--- src/rtl/core_pkg.sv ---
// core_pkg: shared RV32 core types, control-bit indices and pipeline-register layout
package core_pkg;
  localparam int XLEN = 32;
  localparam int CTRL_REG_WRITE = 7;
  localparam int CTRL_MEM_TO_REG = 6;
  localparam int CTRL_MEM_READ = 5;
  localparam int CTRL_MEM_WRITE = 4;
  localparam int CTRL_BRANCH = 3;
  localparam int CTRL_ALU_SRC = 2;
  typedef enum logic [1:0] {
    ALUOP_ADD    = 2'b00,
    ALUOP_BRANCH = 2'b01,
    ALUOP_RTYPE  = 2'b10,
    ALUOP_ITYPE  = 2'b11
  } alu_op_e;
  localparam logic [7:0] CTRL_NOP = 8'h00;
  typedef struct packed {
    logic            valid;
    logic [XLEN-1:0] pc;
    logic [XLEN-1:0] rs1_data;
    logic [XLEN-1:0] rs2_data;
    logic [XLEN-1:0] imm;
    logic [4:0]      rs1;
    logic [4:0]      rs2;
    logic [4:0]      rd;
    logic [3:0]      funct;
    logic [7:0]      ctrl;
  } id_ex_t;
  // rd=0 and MemRead=0 keep a bubble invisible to forwarding and hazard logic
  function automatic id_ex_t nop_image();
    id_ex_t n;
    n = '0;
    n.ctrl = CTRL_NOP;
    return n;
  endfunction
endpackage

--- src/rtl/sat_counter.sv ---
// sat_counter: saturating up-counter with hold, used for pipeline performance reporting
module sat_counter #(
  parameter int W = 16
) (
  input  logic         clk_i,
  input  logic         rst_i,
  input  logic         inc_i,
  input  logic         hold_i,
  output logic [W-1:0] cnt_o
);
  logic [W-1:0] cnt_q, cnt_d;
  // hold wins over increment; stop at all-ones instead of wrapping
  always_comb cnt_d = (hold_i || !inc_i || &cnt_q) ? cnt_q : cnt_q + 1'b1;
  // count register, cleared asynchronously
  always_ff @(posedge clk_i or negedge rst_i)
    if (!rst_i) cnt_q <= '0;
    else cnt_q <= cnt_d;
  assign cnt_o = cnt_q;
endmodule

--- src/rtl/id_ex_pipe.sv ---
// id_ex_pipe: ID/EX pipeline register with stall, bubble/flush NOP insertion and perf counters
module id_ex_pipe
  import core_pkg::*;
#(
  parameter int CNT_W = 16
) (
  input  logic             clk_i,
  input  logic             rst_i,
  input  logic             stall_i,
  input  logic             bubble_i,
  input  logic             flush_i,
  input  logic [XLEN-1:0]  id_pc_i,
  input  logic [XLEN-1:0]  id_rs1_data_i,
  input  logic [XLEN-1:0]  id_rs2_data_i,
  input  logic [XLEN-1:0]  id_imm_i,
  input  logic [4:0]       id_rs1_i,
  input  logic [4:0]       id_rs2_i,
  input  logic [4:0]       id_rd_i,
  input  logic [3:0]       id_funct_i,
  input  logic [7:0]       id_ctrl_i,
  output logic             ex_valid_o,
  output logic [XLEN-1:0]  ex_pc_o,
  output logic [XLEN-1:0]  ex_rs1_data_o,
  output logic [XLEN-1:0]  ex_rs2_data_o,
  output logic [XLEN-1:0]  ex_imm_o,
  output logic [4:0]       ex_rs1_o,
  output logic [4:0]       ex_rs2_o,
  output logic [4:0]       ex_rd_o,
  output logic [3:0]       ex_funct_o,
  output logic [7:0]       ex_ctrl_o,
  output logic [CNT_W-1:0] bubble_cnt_o,
  output logic [CNT_W-1:0] flush_cnt_o
);
  id_ex_t pipe_q, pipe_d, id_fields;
  assign id_fields = '{valid: 1'b1, pc: id_pc_i, rs1_data: id_rs1_data_i,
                       rs2_data: id_rs2_data_i, imm: id_imm_i, rs1: id_rs1_i,
                       rs2: id_rs2_i, rd: id_rd_i, funct: id_funct_i, ctrl: id_ctrl_i};
  // stall holds, flush or bubble squash to a NOP, otherwise take the ID instruction
  always_comb pipe_d = stall_i ? pipe_q : (flush_i || bubble_i) ? nop_image() : id_fields;
  // pipeline register, cleared asynchronously
  always_ff @(posedge clk_i or negedge rst_i)
    if (!rst_i) pipe_q <= '0;
    else pipe_q <= pipe_d;
  // a simultaneous flush and bubble is accounted as a flush only
  sat_counter #(.W(CNT_W)) u_bubble_cnt (
    .clk_i(clk_i), .rst_i(rst_i), .inc_i(bubble_i && !flush_i), .hold_i(stall_i),
    .cnt_o(bubble_cnt_o)
  );
  sat_counter #(.W(CNT_W)) u_flush_cnt (
    .clk_i(clk_i), .rst_i(rst_i), .inc_i(flush_i), .hold_i(stall_i),
    .cnt_o(flush_cnt_o)
  );
  assign ex_valid_o    = pipe_q.valid;
  assign ex_pc_o       = pipe_q.pc;
  assign ex_rs1_data_o = pipe_q.rs1_data;
  assign ex_rs2_data_o = pipe_q.rs2_data;
  assign ex_imm_o      = pipe_q.imm;
  assign ex_rs1_o      = pipe_q.rs1;
  assign ex_rs2_o      = pipe_q.rs2;
  assign ex_rd_o       = pipe_q.rd;
  assign ex_funct_o    = pipe_q.funct;
  assign ex_ctrl_o     = pipe_q.ctrl;
endmodule

--- config.mk ---
export PLATFORM = sky130hd
export DESIGN_NAME = id_ex_pipe
export DESIGN_NICKNAME = d
export VERILOG_FILES = /design/src/rtl/core_pkg.sv /design/src/rtl/sat_counter.sv /design/src/rtl/id_ex_pipe.sv
export SDC_FILE = /design/constraint.sdc
export NUM_CORES = 1
export LEC_CHECK = 0
export BUFFER_PORTS_ARGS = -buffer_cell sky130_fd_sc_hd__buf_2
export CELL_PAD_IN_SITES_DETAIL_PLACEMENT = 1
export CELL_PAD_IN_SITES_GLOBAL_PLACEMENT = 1
export CORE_MARGIN = 2
export CORE_UTILIZATION = 38
export CTS_CLUSTER_SIZE = 25
export DETAILED_ROUTE_END_ITERATION = 8
export PLACE_DENSITY_LB_ADDON = 0.3
export SYNTH_ARGS = -nofsm -noshare
export SYNTH_HDL_FRONTEND = slang
export SYNTH_HIERARCHICAL = 1
export SYNTH_SLANG_ARGS = --single-unit
--- constraint.sdc ---
create_clock -name clk_i -period 3 [get_ports clk_i]
set_input_delay 0.3 -clock clk_i [delete_from_list [all_inputs] [get_ports clk_i]]
set_output_delay 0.3 -clock clk_i [all_outputs]
set_load 0.02 [all_outputs]
======== After elaboration in Yosys (flattened, before gate mapping) ========
Index checks and enable logic that the tools add are counted.
word-level totals
  logic and storage cells ................. 25
  register bits ........................... 188
  input bits .............................. 160
  output and inout bits ................... 188
operators by class
  reduce and logical (&&, ||, !) cells .... 10
  muxes and demuxes ....................... 1
  add/subtract/negate cells ............... 2
operators with widths
  cell                                            number
  two-way mux 156 bit                             1
  adder 16 x 1 -> 16 bit (second input constant)  2
  AND reduction 16 bit                            2
  logical OR 1 bit                                5
  zero test 1 bit                                 2
  logical AND 1 bit                               1

======== Logic depth before layout (Yosys ltp) ========
Gate-level depths: netlist of the first run.
  word-level depth ........................ 5
  depth in mapped cells ................... 6
  mapped depth without buffers ............ 5

======== Cells and area by module ========
The synthesis of the first run kept the hierarchy.
by module, submodules not included
  module       sequential area each (um^2)  times used  cells each  area an instance (um^2)
  id_ex_pipe   3903.7                       1           676         6628.9
  sat_counter  400.4                        2           73          794.5

======== Worst setup path before layout of the first run ========
OpenSTA, ideal clock, no wires.
  kind .................................... reg-to-reg
  start point ............................. register u_bubble_cnt.cnt_q[0] (netlist: u_bubble_cnt/cnt_o[0])
  end point ............................... register u_bubble_cnt.cnt_q[1] (netlist: u_bubble_cnt/cnt_o[1])
  data arrival time ....................... 1.962 ns
  buffers on the path ..................... 1
  clock period less this slack ............ 2.087 ns
  setup time .............................. 0.125 ns
  required time ........................... 2.875 ns
  cell stages (with the launch flop) ...... 7
  path slack .............................. 0.913 ns
  cells stage by stage .................... dfrtp_1 -> ha_1 -> inv_1 -> or4_4 -> buf_6 -> o21a_4 -> mux2_4
between the ends
  longest elaborated chain between the ends .. 2
  elaborated cells between the ends (all ways) .. 3
  classes of those cells .................. add/sub: 1; reduce/logical: 2
RTL lines
  item                                                            RTL line           RTL
  from (decl)                                                     sat_counter.sv:11  logic [W-1:0] cnt_q, cnt_d;
  from (signal assigned)                                          sat_counter.sv:17  else cnt_q <= cnt_d;
  branches (longest 2 deep; another with adder 16 x 1 -> 16 bit)  n/a
Several ways; the timed one is not identified.
A chain may end at the register's enable or synchronous reset.

======== Worst setup path after layout of the first run ========
Ends and elaborated chain as after synthesis.

==> results.toml, run 1 <==
[status]
status = "complete, no violations"

[clock_network]
cts.repair.resized = 0
numCtsBuffers = 17
cts.reportedPaths.clkPinSlew_ns = 0.08
cts_buffer_depth = 2
htreeDepth = 4
cts_tree = "built"
clock-root-buffer = "clkbuf_16"
cts.sinks = 188
clock_latency_ns = 0.42

[floorplanning]
rows = 53
die_w_um = 151
die_h_um = 151
dieArea_mm2 = 0.0228
io_pins = 348
coreArea_mm2 = 0.0212
initial_core_util = 0.388

[power]
power.share.clock = 0.363
intPower_w = 0.00431
swShare = 0.306
powerDensity_mw_per_mm2 = 583
p_leak_nw = 5.46
seqPwrFrac = 0.465
ir_drop_uv = 437
pwr-share-comb = 0.172
switching_power_w = 0.00190

[drt]
m1WireLength_mm = 9.73
wl_per_cell_um = 16.7
dr_wl_met2_mm = 12.2
ant_nets = 0
vias = 6904
highest_layer = "met4"
drcViolationCount = 0
drt-vias-per-instance = 4.79
drt-initial-drc-count = 269
drtPass1Iterations = 4
met3_length_mm = 1.60
routed_wl_mm = 24.1

[timing]
tightest_slew_ns = 0.905
fin_hold_ws_ns = 0.107
max_freq_ghz = 0.493
final_max_slew_viol_count = 0
min_period_ns = 2.03
setup_violations = 0
rsz0062_at_grt = "false"
final_hold_viol_count = 0
fin_crit_sh = 0.676
fin_tns_setup_ns = 0
clock_skew_ns = 0.00459
relSlewSlack = 0.397

[synthesis]
async_reset_ff_frac = 1.00
ys_ff_latch = 188
yosysMostFrequentCell = "dfrtp_1"
yosysTopAreaCell = "dfrtp_1"
synthFlopType = "dfrtp_1"
synth_commonest_cells = "dfrtp_1 (188), nand2_1 (166), nand2b_1 (157)"
ys_seq_area_frac = 0.572
synth_area_leaders = "dfrtp_1 (57%), nand2b_1 (12%), o21ai_1 (8.3%)"
synth.distinct_cells = 30
syn_inst = 822
synth.avg_cell_area_um2 = 10.0
synth-edff-count = 0
syn_nets = 984
syn_area_mm2 = 0.00822
synth-warning-count = 6
synth_top_area_share = 0.572

[placed_design]
gp_congestion = 0.816
post-dp-hpwl_mm = 17.3
dp_cells = 1401
io_buffers = 347

[critical_path]
worstSetupPathType = "flop to flop"
critPathMaxFanout = 8
path_delay_family = "simple AND/OR/NAND/NOR gates"
crit_required_ns = 3.31
cpMaxStageDelayCell = "or4_4"
path_cells = "ha_1 -> inv_1 -> or4_4 -> o21a_4 -> mux2_4"
cp_slowest_stage_delay_ns = 0.59
worstPathBufferInverterCount = 1
cp.arrival_ns = 2.33
crit_path_end_kind = "flop"
crit_path_start_kind = "flop"

[global_routing]
antenna_found_initial = 5
grt_max_degree = 150
grt_pass1_wl_mm = 37.2
overflow = 0
grt_usage = 0.208
first_global_vias = 6957

[final_layout]
nNetsFinal = 1308
instances_no_fill = 1441
drive_above_1_share = 0.344
syn_to_final_growth_pct = 29.4

[run]
drv_cap = 0

[min_path]
hold_class = "input pin to flop"
## metrics by stage
step	setup slack, ns	cell area, um^2	util	power [W]
2_1_floorplan	0.913	8220	-	0.00353
3_3_place_gp	1.05	10000	0.474	0.00398
3_5_place_dp	0.978	10000	0.474	0.00402
4_1_cts	0.974	10600	0.502	0.00628
5_1_grt	0.886	10600	0.503	0.00651
6_report	0.973	10600	0.503	0.00620
## metal layers
metal	GRT usage	vias to the layer above
li1	-	3353
met1	0.254	3320
met2	0.356	196
met3	0.0539	35
met4	0.0771	0
met5	0	-
## worst reg2reg max path, cell delays in order, from the launching register on
cell	delay, ns
dfrtp_1	0.42
ha_1	0.29
inv_1	0.07
or4_4	0.59
o21a_4	0.26
mux2_4	0.29
## layout by cell type (no fill, tap or decap), types with 10 or more instances in the layout
cell type / count
nand3_1: 10
buf_2: 345
nand2b_1: 157
nor2_1: 10
dfrtp_1: 188
o21ai_0: 22
o21ai_1: 136
xnor2_1: 14
nand2_1: 166
clkbuf_16: 17
## flip-flops by register name (all words and copies together) (netlist names)
register,cells
ex_ctrl_o,8
ex_funct_o,4
ex_imm_o,32
ex_pc_o,32
ex_rd_o,5
ex_rs1_data_o,32
ex_rs1_o,5
ex_rs2_data_o,32
ex_rs2_o,5
ex_valid_o,1
u_bubble_cnt/cnt_o,16
u_flush_cnt/cnt_o,16
## layout make-up
| cell class | instances | area, um^2 |
|---|---|---|
| multi-input combinational | 577 | 3100 |
| antenna | 7 | 17.5 |
| sequential | 188 | 4700 |
| timing repair buffer | 358 | 1870 |
| clock inverter | 14 | 149 |
| clock buffer | 18 | 429 |
| inverter | 4 | 15.0 |
| tap | 275 | 344 |
| fill | 2517 | 10500 |
## final timing paths
kind / startpoint / cells past startpoint / slack, ns / end
setup / recovery: u_bubble_cnt/cnt_o[0]$_DFFE_PN0N_ / 5 / 0.97 / u_bubble_cnt/cnt_o[1]$_DFFE_PN0N_
hold / removal: id_imm_i[9] / 3 / 0.11 / ex_imm_o[9]$_DFFE_PN0N_
setup reg to reg: u_bubble_cnt/cnt_o[0]$_DFFE_PN0N_ / 5 / 0.97 / u_bubble_cnt/cnt_o[1]$_DFFE_PN0N_
hold reg to reg: ex_rs2_o[4]$_DFFE_PN0N_ / 2 / 0.48 / ex_rs2_o[4]$_DFFE_PN0N_
max in group asynchronous: rst_i / 3 / 1.79 / ex_rs2_data_o[4]$_DFFE_PN0N_
min in group asynchronous: rst_i / 2 / 0.42 / ex_rs2_data_o[22]$_DFFE_PN0N_
## power by group through the flow
| stage | Sequential, W | Clock [W] | Combinational (W) |
|---|---|---|---|
| detailed placement | 0.00293 | 0 | 0.00108 |
| finish | 0.00288 | 0.00225 | 0.00107 |
| floorplan | 0.00314 | 0 | 0.000390 |
| CTS | 0.00288 | 0.00231 | 0.00109 |
| global placement | 0.00292 | 0 | 0.00106 |
| global route | 0.00291 | 0.00241 | 0.00118 |
## timing repair
action                    4_1_cts  5_1_grt
buffers inserted                0        0
hold buffers                    1        0
hold endpoints to repair       58        0
## kinds of logic (layout without fill, tap and decap cells)
family	after synthesis	after routing	synth area share
AND/OR/NAND/NOR	375	375	0.234
flip-flops	188	188	0.572
AO/OA/AOI/OAI	174	174	0.111
buffers and inverters	57	394	0.0501
XOR/XNOR	22	22	0.0234
multiplexers	4	4	0.00639
adder cells (fa/ha/maj)	2	2	0.00304
other	0	7	0
(Power assumes the default switching activity.)
==> inputs of run 2 (changes only) <==
--- a/config.mk
+++ b/config.mk
@@ -9,7 +9,7 @@
 export CELL_PAD_IN_SITES_DETAIL_PLACEMENT = 1
 export CELL_PAD_IN_SITES_GLOBAL_PLACEMENT = 1
 export CORE_MARGIN = 2
-export CORE_UTILIZATION = 38
+export CORE_UTILIZATION = 32
 export CTS_CLUSTER_SIZE = 25
 export DETAILED_ROUTE_END_ITERATION = 8
 export PLACE_DENSITY_LB_ADDON = 0.3
==> constraint.sdc (replaced) <==
create_clock -name clk_i -period 1.7 [get_ports clk_i]
set_input_delay 0.17 -clock clk_i [delete_from_list [all_inputs] [get_ports clk_i]]
set_output_delay 0.17 -clock clk_i [all_outputs]
set_load 0.02 [all_outputs]
==> run 2 against run 1 <==
Against the previous run:
- the flow now finishes with violations (setup timing)
- global-route usage down 0.42 points
- cell area increased by 19%
- clock-buffer cell count grew 1
- fmax increased by 18%
- worst hold slack lost 0.088 ns
- combinational power grew 130%
- first-iteration DRC count rose by 63%
- worst setup slack worse by 0.98 ns
- sequential share of layout area fell by 6.8 points
- via count up 13%
==> results.toml, run 2 (synthesized netlist as in run 1, its figures left out) <==
[status]
status = "finished, violations left"
violations = "setup timing"

[critical_path]
worstSetupPathType = "flop to flop"
path_delay_family = "simple AND/OR/NAND/NOR gates"
crit_path_start_kind = "flop"
cp.arrival_ns = 2.03
startpoint = "u_bubble_cnt/cnt_o[14]$_DFFE_PN0N_"
crit_required_ns = 2.02
path_cells = "nand4_1 -> or4_4 -> o21a_4 -> mux2_4"
worst_r2r_endpoint = "u_bubble_cnt/cnt_o[1]$_DFFE_PN0N_"
crit_path_end_kind = "flop"
worstPathBufferInverterCount = 0
rr_worst_depth = 4
cpMaxStageDelayCell = "or4_4"
r2r_slack_ns = -0.01
cp_slowest_stage_delay_ns = 0.58
regToRegStartpoint = "u_bubble_cnt/cnt_o[14]$_DFFE_PN0N_"
critPathMaxFanout = 3

[clock_network]
cts_tree = "built"
post_cts_buffers = 0
cts_buffer_depth = 2
numCtsBuffers = 17
clock-root-buffer = "clkbuf_16"
cts.sinks = 188
cts.reportedPaths.clkPinSlew_ns = 0.08
htreeDepth = 4
clock_latency_ns = 0.43

[final_layout]
syn_to_final_growth_pct = 53.7
nNetsFinal = 1503
final_common_cell = "buf_2"
fin_util = 0.502
final_cell_mix = "buf_2 (345), dfrtp_1 (168), nand2_1 (166)"
drive_above_1_share = 0.348

[timing]
rsz0062_at_grt = "true"
setup_violations = 1
fin_crit_sh = 1.01
clock_skew_ns = 0.0152
fin_ws_ns = -0.0117
max_freq_ghz = 0.584
relSlewSlack = 0.574
final_hold_viol_count = 0
final_max_slew_viol_count = 0
tightest_slew_ns = 0.639
min_period_ns = 1.71

[global_routing]
antenna_found_initial = 1
grt_pass1_wl_mm = 43.6
grt_usage = 0.204
overflow = 0
grt_max_degree = 173
first_global_vias = 8314

[placed_design]
io_buffers = 347
post-dp-hpwl_mm = 18.0
gp_congestion = 0.773

[drt]
drtPass1Iterations = 4
wl_per_cell_um = 16.6
drt-initial-drc-count = 438
drcViolationCount = 0
ant_nets = 0
vias = 7822
routed_wl_mm = 28.0
drt-vias-per-instance = 4.64

[floorplanning]
die_h_um = 164
coreArea_mm2 = 0.0252
dieArea_mm2 = 0.0270
initial_core_util = 0.326
die_w_um = 164
io_pins = 348
rows = 58

[min_path]
hold_class = "input pin to flop"
hold_path_depth = 3
min_from = "id_ctrl_i[7]"
holdPathEnd = "ex_ctrl_o[7]$_DFFE_PN0N_"

[run]
drv_cap = 0

[power]
powerDensity_mw_per_mm2 = 909
p_leak_nw = 6.31
ir_drop_uv = 529
power_w = 0.0115
## run 2: changes by cell type in the layout (fill, tap and decap cells not counted), moves of 3 or more
cell / delta
dfrtp_2: +20
buf_4: +42
dfrtp_1: -20
clkinv_4: +3
diode_2: -6
buf_12: +3
dlygate4sd3_1: +149
## run 2: power by group
group          total [W]  switching, W  internal, W
logic            0.00244       0.00135      0.00109
registers        0.00508      0.000264      0.00481
clock network    0.00396       0.00194      0.00202
## run 2: worst max-delay path by stage
stage	slack [ns]	end	cells past startpoint
global route	-0.06	u_flush_cnt/cnt_o[1]$_DFFE_PN0N_	4
floorplan	-0.19	u_bubble_cnt/cnt_o[1]$_DFFE_PN0N_	6
detailed placement	-0.02	u_bubble_cnt/cnt_o[1]$_DFFE_PN0N_	4
CTS	-0.03	u_bubble_cnt/cnt_o[1]$_DFFE_PN0N_	4
finish	-0.01	u_bubble_cnt/cnt_o[1]$_DFFE_PN0N_	4
global placement	0.02	u_bubble_cnt/cnt_o[1]$_DFFE_PN0N_	5
## run 2: cell type report
class / count / area (um^2)
antenna: 1 / 2.50
fill: 2930 / 12600
inverter: 4 / 15.0
multi-input combinational: 577 / 3130
tap: 330 / 413
timing repair buffer: 553 / 3750
clock buffer: 19 / 453
sequential: 188 / 4730
clock inverter: 13 / 130
## run 2: tightest hold or removal path, cell delays in order
cell	delay, ns
buf_2	0.11
nand2b_1	0.06
o21ai_0	0.07
## run 2: layer usage
metal  wire length [um]  part of all wire  GRT usage
met1              11400              0.41      0.244
met2              14000              0.50      0.349
met3               1590             0.057     0.0417
met4               1070             0.038     0.0997
met5                  0                 0          0
## run 2: repair_timing
item | in CTS | in global routing
endpoints found under the hold margin | 188 | 0
hold buffers | 150 | 0
pin swaps | 4 | 1
endpoints found under the setup margin | 5 | 6
resized for setup | 1 | 3
## run 2: metrics by stage
step                cells  hold WS (ns)  setup slack (ns)  setup TNS, ns  instance area, um^2
floorplan             822        -0.126            -0.193         -0.483                 8270
global placement     1502         0.160            0.0241              0                10500
detailed placement   1502         0.160           -0.0199        -0.0414                10500
CTS                  1684       0.00344           -0.0270        -0.0418                12600
global route         1685       0.00749           -0.0582         -0.181                12600
finish               1685        0.0192           -0.0117        -0.0117                12600
==> inputs of run 3 (changes only) <==
--- a/config.mk
+++ b/config.mk
@@ -8,7 +8,7 @@
 export BUFFER_PORTS_ARGS = -buffer_cell sky130_fd_sc_hd__buf_2
 export CELL_PAD_IN_SITES_DETAIL_PLACEMENT = 1
 export CELL_PAD_IN_SITES_GLOBAL_PLACEMENT = 1
-export CORE_MARGIN = 2
+export CORE_MARGIN = 10
 export CORE_UTILIZATION = 32
 export CTS_CLUSTER_SIZE = 25
 export DETAILED_ROUTE_END_ITERATION = 8
==> run 3 against run 2 <==
Against the previous run:
- critical endpoint is now u_flush_cnt/cnt_o[1]$_DFFE_PN0N_
- first-iteration DRC count is 13% higher
- the run still ends with setup timing left
- global-route usage is 1.7 points lower
- clock skew is 0.0041 ns lower
- sequential power hardly changed
- highest routed layer unchanged
- register-to-register slack hardly changed
- clock-buffer cell count stayed put
- worst setup slack worse by 0.012 ns
- via count is 0.14% lower
==> results.toml, run 3 (synthesized netlist as in run 1, its figures left out) <==
[timing]
min_period_ns = 1.72
final_max_slew_viol_count = 0
final_hold_viol_count = 0
max_freq_ghz = 0.580
fin_ws_ns = -0.0232
rsz0062_at_grt = "true"
relSlewSlack = 0.589
setup_violations = 1
fin_hold_ws_ns = 0.0149
clock_skew_ns = 0.0111
fin_crit_sh = 1.01
tightest_slew_ns = 0.616

[final_layout]
final_common_cell = "buf_2"
syn_to_final_growth_pct = 52.3
instances_no_fill = 1672
final_cell_mix = "buf_2 (345), dfrtp_1 (168), nand2_1 (166)"
fin_util = 0.496
nNetsFinal = 1487
nFillCells = 2956
drive_above_1_share = 0.348
design_area_mm2 = 0.0125

[drt]
drcViolationCount = 0
routed_wl_mm = 31.2
drtPass1Iterations = 4
wl_per_cell_um = 18.7
ant_nets = 0
drt-initial-drc-count = 496
drt-vias-per-instance = 4.67
vias = 7811

[status]
status = "finished, violations left"
violations = "setup timing"

[critical_path]
worst_r2r_endpoint = "u_flush_cnt/cnt_o[1]$_DFFE_PN0N_"
crit_required_ns = 2.00
endpoint = "u_flush_cnt/cnt_o[1]$_DFFE_PN0N_"
r2r_slack_ns = -0.02
rr_worst_depth = 4
worstSetupPathType = "flop to flop"
critPathMaxFanout = 3
regToRegStartpoint = "u_flush_cnt/cnt_o[13]$_DFFE_PN0N_"
crit_path_start_kind = "flop"
crit_path_end_kind = "flop"
startpoint = "u_flush_cnt/cnt_o[13]$_DFFE_PN0N_"
cp.arrival_ns = 2.03

[min_path]
hold_class = "input pin to flop"

[global_routing]
grt_max_degree = 163
grt_pass1_wl_mm = 49.3
first_global_vias = 8621
antenna_found_initial = 4
grt_usage = 0.187
overflow = 0

[floorplanning]
rows = 58
die_h_um = 180
initial_core_util = 0.325
die_w_um = 180
coreArea_mm2 = 0.0253
io_pins = 348
dieArea_mm2 = 0.0325

[power]
p_leak_nw = 6.24
ir_drop_uv = 645
power_w = 0.0115
powerDensity_mw_per_mm2 = 919

[clock_network]
cts_tree = "built"
clock-root-buffer = "clkbuf_16"
cts_buffer_depth = 2
numCtsBuffers = 17
clock_latency_ns = 0.43
cts.reportedPaths.clkPinSlew_ns = 0.08
htreeDepth = 4
cts.sinks = 188

[placed_design]
io_buffers = 347
dp_cells = 1494
gp_congestion = 0.817
placed_cell_area_mm2 = 0.0105
post-dp-hpwl_mm = 20.6

[run]
drv_cap = 0
==> run 3: changes by cell type in the layout (fill, tap and decap cells not counted), sizes merged <==
cell,previous run,this run
dlygate4sd3,150,140
buf,402,396
inv,8,11
diode,1,4
clkinvlp,0,1
clkinv,9,5
==> run 3: worst min-delay path by stage <==
stage | start | end | slack [ns] | cells past startpoint
global route | id_rs1_data_i[23] | ex_rs1_data_o[23]$_DFFE_PN0N_ | 0.01 | 3
floorplan | rst_i | ex_ctrl_o[0]$_DFFE_PN0N_ | -0.13 | 0
finish | id_rs2_data_i[31] | ex_rs2_data_o[31]$_DFFE_PN0N_ | 0.01 | 3
global placement | rst_i | ex_rs2_data_o[23]$_DFFE_PN0N_ | 0.16 | 1
CTS | id_rs2_data_i[31] | ex_rs2_data_o[31]$_DFFE_PN0N_ | 0.001 | 3
detailed placement | rst_i | ex_rs2_data_o[23]$_DFFE_PN0N_ | 0.16 | 1
==> run 3: worst max-delay path: stages (launching register included) <==
cell	delay, ns
dfrtp_2	0.36
nand4_1	0.15
or4_4	0.57
o21a_4	0.23
mux2_4	0.29
==> run 3: cell type report <==
type | instances | area, um^2 | area share
diodes | 4 | 10.0 | 0.000800
clock buffers | 19 | 453 | 0.0362
clock inverters | 13 | 126 | 0.0101
inverters | 4 | 15.0 | 0.00120
multi-input cells | 577 | 3140 | 0.251
flip-flops and latches | 188 | 4730 | 0.378
well taps | 330 | 413 | 0.0330
repair buffers | 537 | 3630 | 0.290
==> run 3: metrics by stage <==
| step | TNS (ns) | worst slack (ns) |
|---|---|---|
| 2_1_floorplan | -0.483 | -0.193 |
| 3_3_place_gp | 0 | 0.0175 |
| 3_5_place_dp | 0 | 0.00243 |
| 4_1_cts | -0.00890 | -0.00874 |
| 5_1_grt | -0.176 | -0.0802 |
| 6_report | -0.0232 | -0.0232 |
==> run 3: routing by layer <==
metal / track usage / vias up / wire length [um]
met3: 0.0452 / 72 / 1620
met4: 0.0951 / 0 / 1340
met1: 0.218 / 3770 / 12600
li1: - / 3710 / -
met2: 0.315 / 259 / 15700
met5: 0 / - / 0
==> run 3: where the power goes <==
group / switching [W] / internal, W / leakage (nW) / total (W)
Clock: 0.00194 / 0.00203 / 0.285 / 0.00397
Sequential: 0.000249 / 0.00481 / 2.50 / 0.00506
Combinational: 0.00139 / 0.00108 / 3.46 / 0.00246
==> run 3: repair_timing <==
item / in CTS / in global routing
hold endpoints to repair: 183 / 0
hold buffers: 140 / 0
buffers inserted: 1 / 1
pin swaps: 1 / 2
endpoints found under the setup margin: 2 / 8
gates resized for setup: 0 / 4
